File: config.mk
export PLATFORM = sky130hd
export DESIGN_NAME = lanzones
export DESIGN_NICKNAME = d
export VERILOG_FILES = /design/src/rtl/lanzones_pkg.sv /design/src/rtl/lanzones_regfile.sv /design/src/rtl/lanzones.sv
export SDC_FILE = /design/constraint.sdc
export NUM_CORES = 2
export LEC_CHECK = 0
export ABC_AREA = 1
export CORE_MARGIN = 5
export CORE_UTILIZATION = 40
export CTS_CLUSTER_DIAMETER = 100
export DETAILED_ROUTE_END_ITERATION = 12
export PLACE_DENSITY = 0.54
export SLEW_MARGIN = 40
export SYNTH_ARGS = -nofsm -noshare
export SYNTH_HDL_FRONTEND = slang
export SYNTH_SLANG_ARGS = --single-unit
File: constraint.sdc
create_clock -name clk -period 11.7 [get_ports clk]
set_clock_uncertainty 0.1 [all_clocks]
set_input_delay 1.17 -clock clk [delete_from_list [all_inputs] [get_ports clk]]
set_output_delay 1.17 -clock clk [all_outputs]
set_load 0.05 [all_outputs]
File: src/rtl/lanzones_pkg.sv
// Shared decode constants, FSM state encoding and immediate helpers for the
// lanzones multi-cycle RV32I-subset core.
package lanzones_pkg;

    localparam logic [6:0] OP_LOAD = 7'b0000011;
    localparam logic [6:0] OP_IMM  = 7'b0010011;
    localparam logic [6:0] OP_REG  = 7'b0110011;
    localparam logic [6:0] OP_LUI  = 7'b0110111;

    localparam logic [2:0] F3_LW   = 3'b010;
    localparam logic [2:0] F3_ADDI = 3'b000;
    localparam logic [2:0] F3_ADD  = 3'b000;
    localparam logic [6:0] F7_ADD  = 7'b0000000;

    typedef enum logic [2:0] {
        IDLE,
        FETCH,
        FWAIT,
        EXEC,
        LREQ,
        LWAIT
    } state_t;

    function automatic logic [31:0] imm_i(input logic [31:0] ir);
        return {{20{ir[31]}}, ir[31:20]};
    endfunction

    function automatic logic [31:0] imm_u(input logic [31:0] ir);
        return {ir[31:12], 12'b0};
    endfunction

    // Byte address to word address; the low two bits are simply dropped.
    function automatic logic [31:0] word_addr(input logic [31:0] byte_addr);
        return byte_addr >> 2;
    endfunction

endpackage

File: src/rtl/lanzones_regfile.sv
// 32 x 32-bit register file: two asynchronous read ports, one synchronous
// write port, x0 reads as zero and ignores writes.
module lanzones_regfile
    import lanzones_pkg::*;
(
    input  logic        clk,
    input  logic        rstn,
    input  logic [4:0]  ra1,
    input  logic [4:0]  ra2,
    output logic [31:0] rd1,
    output logic [31:0] rd2,
    input  logic        we,
    input  logic [4:0]  wa,
    input  logic [31:0] wd
);

    logic [31:0] regs [0:31];

    // Whole array clears on reset, so this stays in flops rather than RAM.
    always_ff @(posedge clk) begin
        if (!rstn) begin
            for (int i = 0; i < 32; i++) begin
                regs[i] <= '0;
            end
        end else if (we && (wa != 5'd0)) begin
            regs[wa] <= wd;
        end
    end

    assign rd1 = (ra1 == 5'd0) ? 32'd0 : regs[ra1];
    assign rd2 = (ra2 == 5'd0) ? 32'd0 : regs[ra2];

endmodule

File: src/rtl/lanzones.sv
// Multi-cycle core executing LW/ADDI/ADD/LUI (everything else is a NOP) over a
// single shared word-addressed read port to a synchronous ROM.
module lanzones
    import lanzones_pkg::*;
#(
    parameter logic [31:0] RESET_PC = 32'h0000_0000
)
(
    input  logic        clk,
    input  logic        rstn,
    input  logic        LEn,
    output logic        RRdy,
    output logic [31:0] RAddr,
    input  logic        RVld,
    input  logic [31:0] RData
);

    state_t      state_reg, state_next;
    logic [31:0] pc_reg, pc_next;
    logic [31:0] ir_reg, ir_next;
    logic [31:0] raddr_reg, raddr_next;

    logic [31:0] rs1_data, rs2_data;
    logic        we;
    logic [31:0] wd;
    logic        retire;

    logic [6:0]  opcode;
    logic [2:0]  funct3;
    logic [6:0]  funct7;
    logic        is_lw, is_addi, is_add, is_lui;

    assign opcode  = ir_reg[6:0];
    assign funct3  = ir_reg[14:12];
    assign funct7  = ir_reg[31:25];
    assign is_lw   = (opcode == OP_LOAD) && (funct3 == F3_LW);
    assign is_addi = (opcode == OP_IMM)  && (funct3 == F3_ADDI);
    assign is_add  = (opcode == OP_REG)  && (funct3 == F3_ADD) && (funct7 == F7_ADD);
    assign is_lui  = (opcode == OP_LUI);

    lanzones_regfile u_regfile (
        .clk  (clk),
        .rstn (rstn),
        .ra1  (ir_reg[19:15]),
        .ra2  (ir_reg[24:20]),
        .rd1  (rs1_data),
        .rd2  (rs2_data),
        .we   (we),
        .wa   (ir_reg[11:7]),
        .wd   (wd)
    );

    always_ff @(posedge clk) begin
        if (!rstn) begin
            state_reg <= IDLE;
            pc_reg    <= RESET_PC;
            ir_reg    <= '0;
            raddr_reg <= '0;
        end else begin
            state_reg <= state_next;
            pc_reg    <= pc_next;
            ir_reg    <= ir_next;
            raddr_reg <= raddr_next;
        end
    end

    // RAddr is registered and only reloaded on entry to FETCH/LREQ, which keeps
    // it stable for the whole request/response window.
    always_comb begin
        state_next = state_reg;
        pc_next    = pc_reg;
        ir_next    = ir_reg;
        raddr_next = raddr_reg;
        RRdy       = 1'b0;
        we         = 1'b0;
        wd         = '0;
        retire     = 1'b0;

        case (state_reg)
            IDLE: begin
                if (LEn) begin
                    state_next = FETCH;
                    raddr_next = word_addr(pc_reg);
                end
            end
            FETCH: begin
                RRdy       = 1'b1;
                state_next = FWAIT;
            end
            FWAIT: begin
                if (RVld) begin
                    ir_next    = RData;
                    state_next = EXEC;
                end
            end
            EXEC: begin
                if (is_lw) begin
                    raddr_next = word_addr(rs1_data + imm_i(ir_reg));
                    state_next = LREQ;
                end else begin
                    we     = is_addi || is_add || is_lui;
                    retire = 1'b1;
                    if (is_lui) begin
                        wd = imm_u(ir_reg);
                    end else if (is_add) begin
                        wd = rs1_data + rs2_data;
                    end else begin
                        wd = rs1_data + imm_i(ir_reg);
                    end
                end
            end
            LREQ: begin
                RRdy       = 1'b1;
                state_next = LWAIT;
            end
            LWAIT: begin
                if (RVld) begin
                    we     = 1'b1;
                    wd     = RData;
                    retire = 1'b1;
                end
            end
            default: state_next = IDLE;
        endcase

        if (retire) begin
            pc_next = pc_reg + 32'd4;
            if (LEn) begin
                state_next = FETCH;
                raddr_next = word_addr(pc_reg + 32'd4);
            end else begin
                state_next = IDLE;
            end
        end
    end

    assign RAddr = raddr_reg;

endmodule

==> results_dict.tcl <==
set metrics [dict create \
    status "finished, final reports clean" \
    register_area_mm2 0.0329 \
    syn_to_final_growth_pct 9.12 \
    synth_ff_type "edfxtp_1" \
    final_cells 10490 \
    arrival_ns 7.29 \
    grt_setup_unrepaired "no" \
    synth-seq-cells 1131 \
    grt_pass1_wl_um 454000 \
    cts_resized 0 \
    yosys.area.top_type_share_pct 45.5 \
    dp_cells 10244 \
    io_buffers 68 \
    routedWlPerCell_um 30.7 \
    max-vdd-ir-drop_v 0.000172 \
    required_ns 12.11 \
    multiInputGateArea_mm2 0.0303 \
    yosysTopAreaCell "edfxtp_1" \
    cts_hold_buf 0 \
    antenna_found_initial 5 \
    power_uw 12300 \
    ios 69 \
    ant_nets 0 \
    cellLeakagePower_uw 0.0270 \
    grt_usage_pct 34.8 \
    setup_viol 0 \
    postCtsSetupBuffers 0 \
    yosysUniqueCellTypes 55 \
    drt-initial-drc-count 10134 \
    dr_wl_met3_um 36400 \
    cts.root.buffer_cell "clkbuf_16" \
    cellPowerDensity_mw_per_mm2 167 \
    setup.worst_path.end_class "flop" \
    cts_buffer_depth 3 \
    synthCells 8545 \
    largest_reg_flops 1024 \
    clkSinkCount 1131 \
    clk_latency_ns 0.83 \
    highest_layer "met4" \
    synth_most_common_cell "nand2_1" \
    routed_wl_um 322000 \
    path_clk_slew_ns 0.06 \
    synth_common_cells "2205 x nand2_1, 1248 x nand3_1, 1024 x edfxtp_1, 900 x nor2_1, 796 x a21oi_1" \
    seq_area_frac_synth_pct 48.7 \
    first_pass_iters 8 \
    synthesis.area_mm2 0.0676 \
    grt_pass1_vias 62421 \
    async_reset_ff_share_pct 0 \
    timing.setup.tns_ns 0 \
    synth_edf_count 1024 \
    drc 0 \
    dieWidth_um 421 \
    fmax_mhz 145 \
    wl_met1_um 126000 \
    yosys_warnings 0 \
    finalCritPeriodShare_pct 58.7 \
    synth.avg_cell_area_um2 7.91 \
    slew_viol_final 0 \
    tightestPinTransition_ns 0.950 \
    hold_violations 0 \
    cp-start-kind "flop" \
    rows 150 \
    cts-htree-levels 4 \
    cts_tree "built" \
    fp.dieArea_mm2 0.177 \
    initial_core_util_pct 40.3 \
    fin_crit_ns 6.87 \
    core_area_mm2 0.168 \
    drive_gt1_share_pct 7.27 \
    vias 66932 \
    synth_area_leaders "edfxtp_1 45%, nand2_1 12%, nand3_1 9.2%" \
    grt_max_degree 179 \
    viasPerCell 6.38 \
    numCtsBuffers 136 \
    dp_hpwl_um 194000 \
    dr_wl_met2_um 137000 \
    slew_headroom_pct 36.7 \
    overflow 0 \
    crit_fanout 178 \
    cap_violations 0 \
    die-height_um 421 \
    path_class "flop to flop" \
    fin_nets 8255 \
    min_path_type "flop to flop" \
    gp_congestion 1.04 \
    fill_cells 16493 \
]
through the flow:
stage	worst slack, ns	hold WS, ns	area [um2]	util [%]
5_1_grt	4.82	0.363	73800	44.0
3_5_place_dp	5.30	0.333	69200	41.3
2_1_floorplan	7.12	0.330	67700	-
3_3_place_gp	4.99	0.330	69000	41.2
4_1_cts	5.31	0.342	73700	44.0
6_report	4.83	0.344	73800	44.0
power by group:
part / leakage [uW] / internal (uW) / switching [uW]
sequential: 0.0114 / 4570 / 147
clock: 0.00219 / 2520 / 1860
combinational: 0.0134 / 761 / 2480
total: 0.0270 / 7840 / 4480
logic make-up after synthesis:
kind of cell | Yosys count | synth area share, %
xor+xnor | 38 | 0.503
buf+inv | 1088 | 7.27
compound gates | 1716 | 14.7
other cells | 1 | 0.00555
flops | 1131 | 48.7
fa+ha+maj | 41 | 0.759
simple gates | 4530 | 28.1
layer usage:
metal | vias up | GRT usage [%]
li1 | 28758 | -
met1 | 32491 | 46.9
met2 | 4824 | 51.8
met3 | 859 | 6.44
met4 | 0 | 21.4
met5 | - | 0
layout by cell type, fill, tap and decap left out, types with 8 or more instances in the layout:
cell             count
inv_4               19
buf_12              10
nor2_2              15
dfxtp_1             97
nand2_1           2150
and2_1              37
inv_2               18
clkbuf_16          141
clkinv_2            22
edfxtp_1          1024
clkbuf_1            19
bufinv_16           13
a221oi_1            37
a21oi_1            793
a31oi_1             26
clkinv_1            40
nor3_1              32
nor2_1             897
nand3_1           1246
ha_1                41
dfxtp_4              8
xor2_1              28
o21ai_0            504
nand4_1             42
o221ai_1           159
o22ai_1             35
buf_4              143
a21oi_2             87
conb_1              32
nand2_4             31
inv_1              277
nand3b_1            15
a22oi_1             31
clkdlybuf4s50_1     67
xnor2_1              9
nand2_2             40
final timing paths:
| path | slack [ns] | startpoint | endpoint | depth (start not counted) |
|---|---|---|---|---|
| worst min register to register | 0.34 | RAddr[31]$_SDFF_PN0_ | RAddr[31]$_SDFF_PN0_ | 2 |
| worst max-delay path | 4.83 | flop | u_regfile.regs[12][15]$_SDFFCE_PN0P_ | 22 |
| worst max register to register | 4.83 | flop | u_regfile.regs[12][15]$_SDFFCE_PN0P_ | 22 |
| worst min-delay path | 0.34 | RAddr[31]$_SDFF_PN0_ | RAddr[31]$_SDFF_PN0_ | 2 |
area by class of cell:
type / count / share of cell area [%]
multi-input combinational: 6357 / 41.1
antenna: 3 / 0.0102
tap: 2204 / 3.74
clock buffer: 163 / 4.94
inverter: 331 / 1.81
sequential: 1131 / 44.6
clock inverter: 80 / 1.16
timing repair buffer: 221 / 2.65
worst max-delay path, stage by stage, from the launching register on:
cell and delay [ns]:
dfxtp_4 0.69, inv_16 0.31, buf_12 0.41, o21ai_0 0.31, o22ai_1 0.10, o21ai_0 0.29
nand3_1 0.47, nand2_1 0.19, a31oi_1 0.10, ha_1 0.56, nand3_1 0.13, nand2_1 0.13
inv_2 0.04, nand2_1 0.20, nand2_1 0.11, nand2_1 0.20, nand2_1 0.08, nand2_1 0.12
xor2_1 0.53, nor2_1 0.19, o21ai_2 0.18, buf_4 0.47, a21oi_1 0.15
Note: power is estimated with default switching activity, not from simulation.
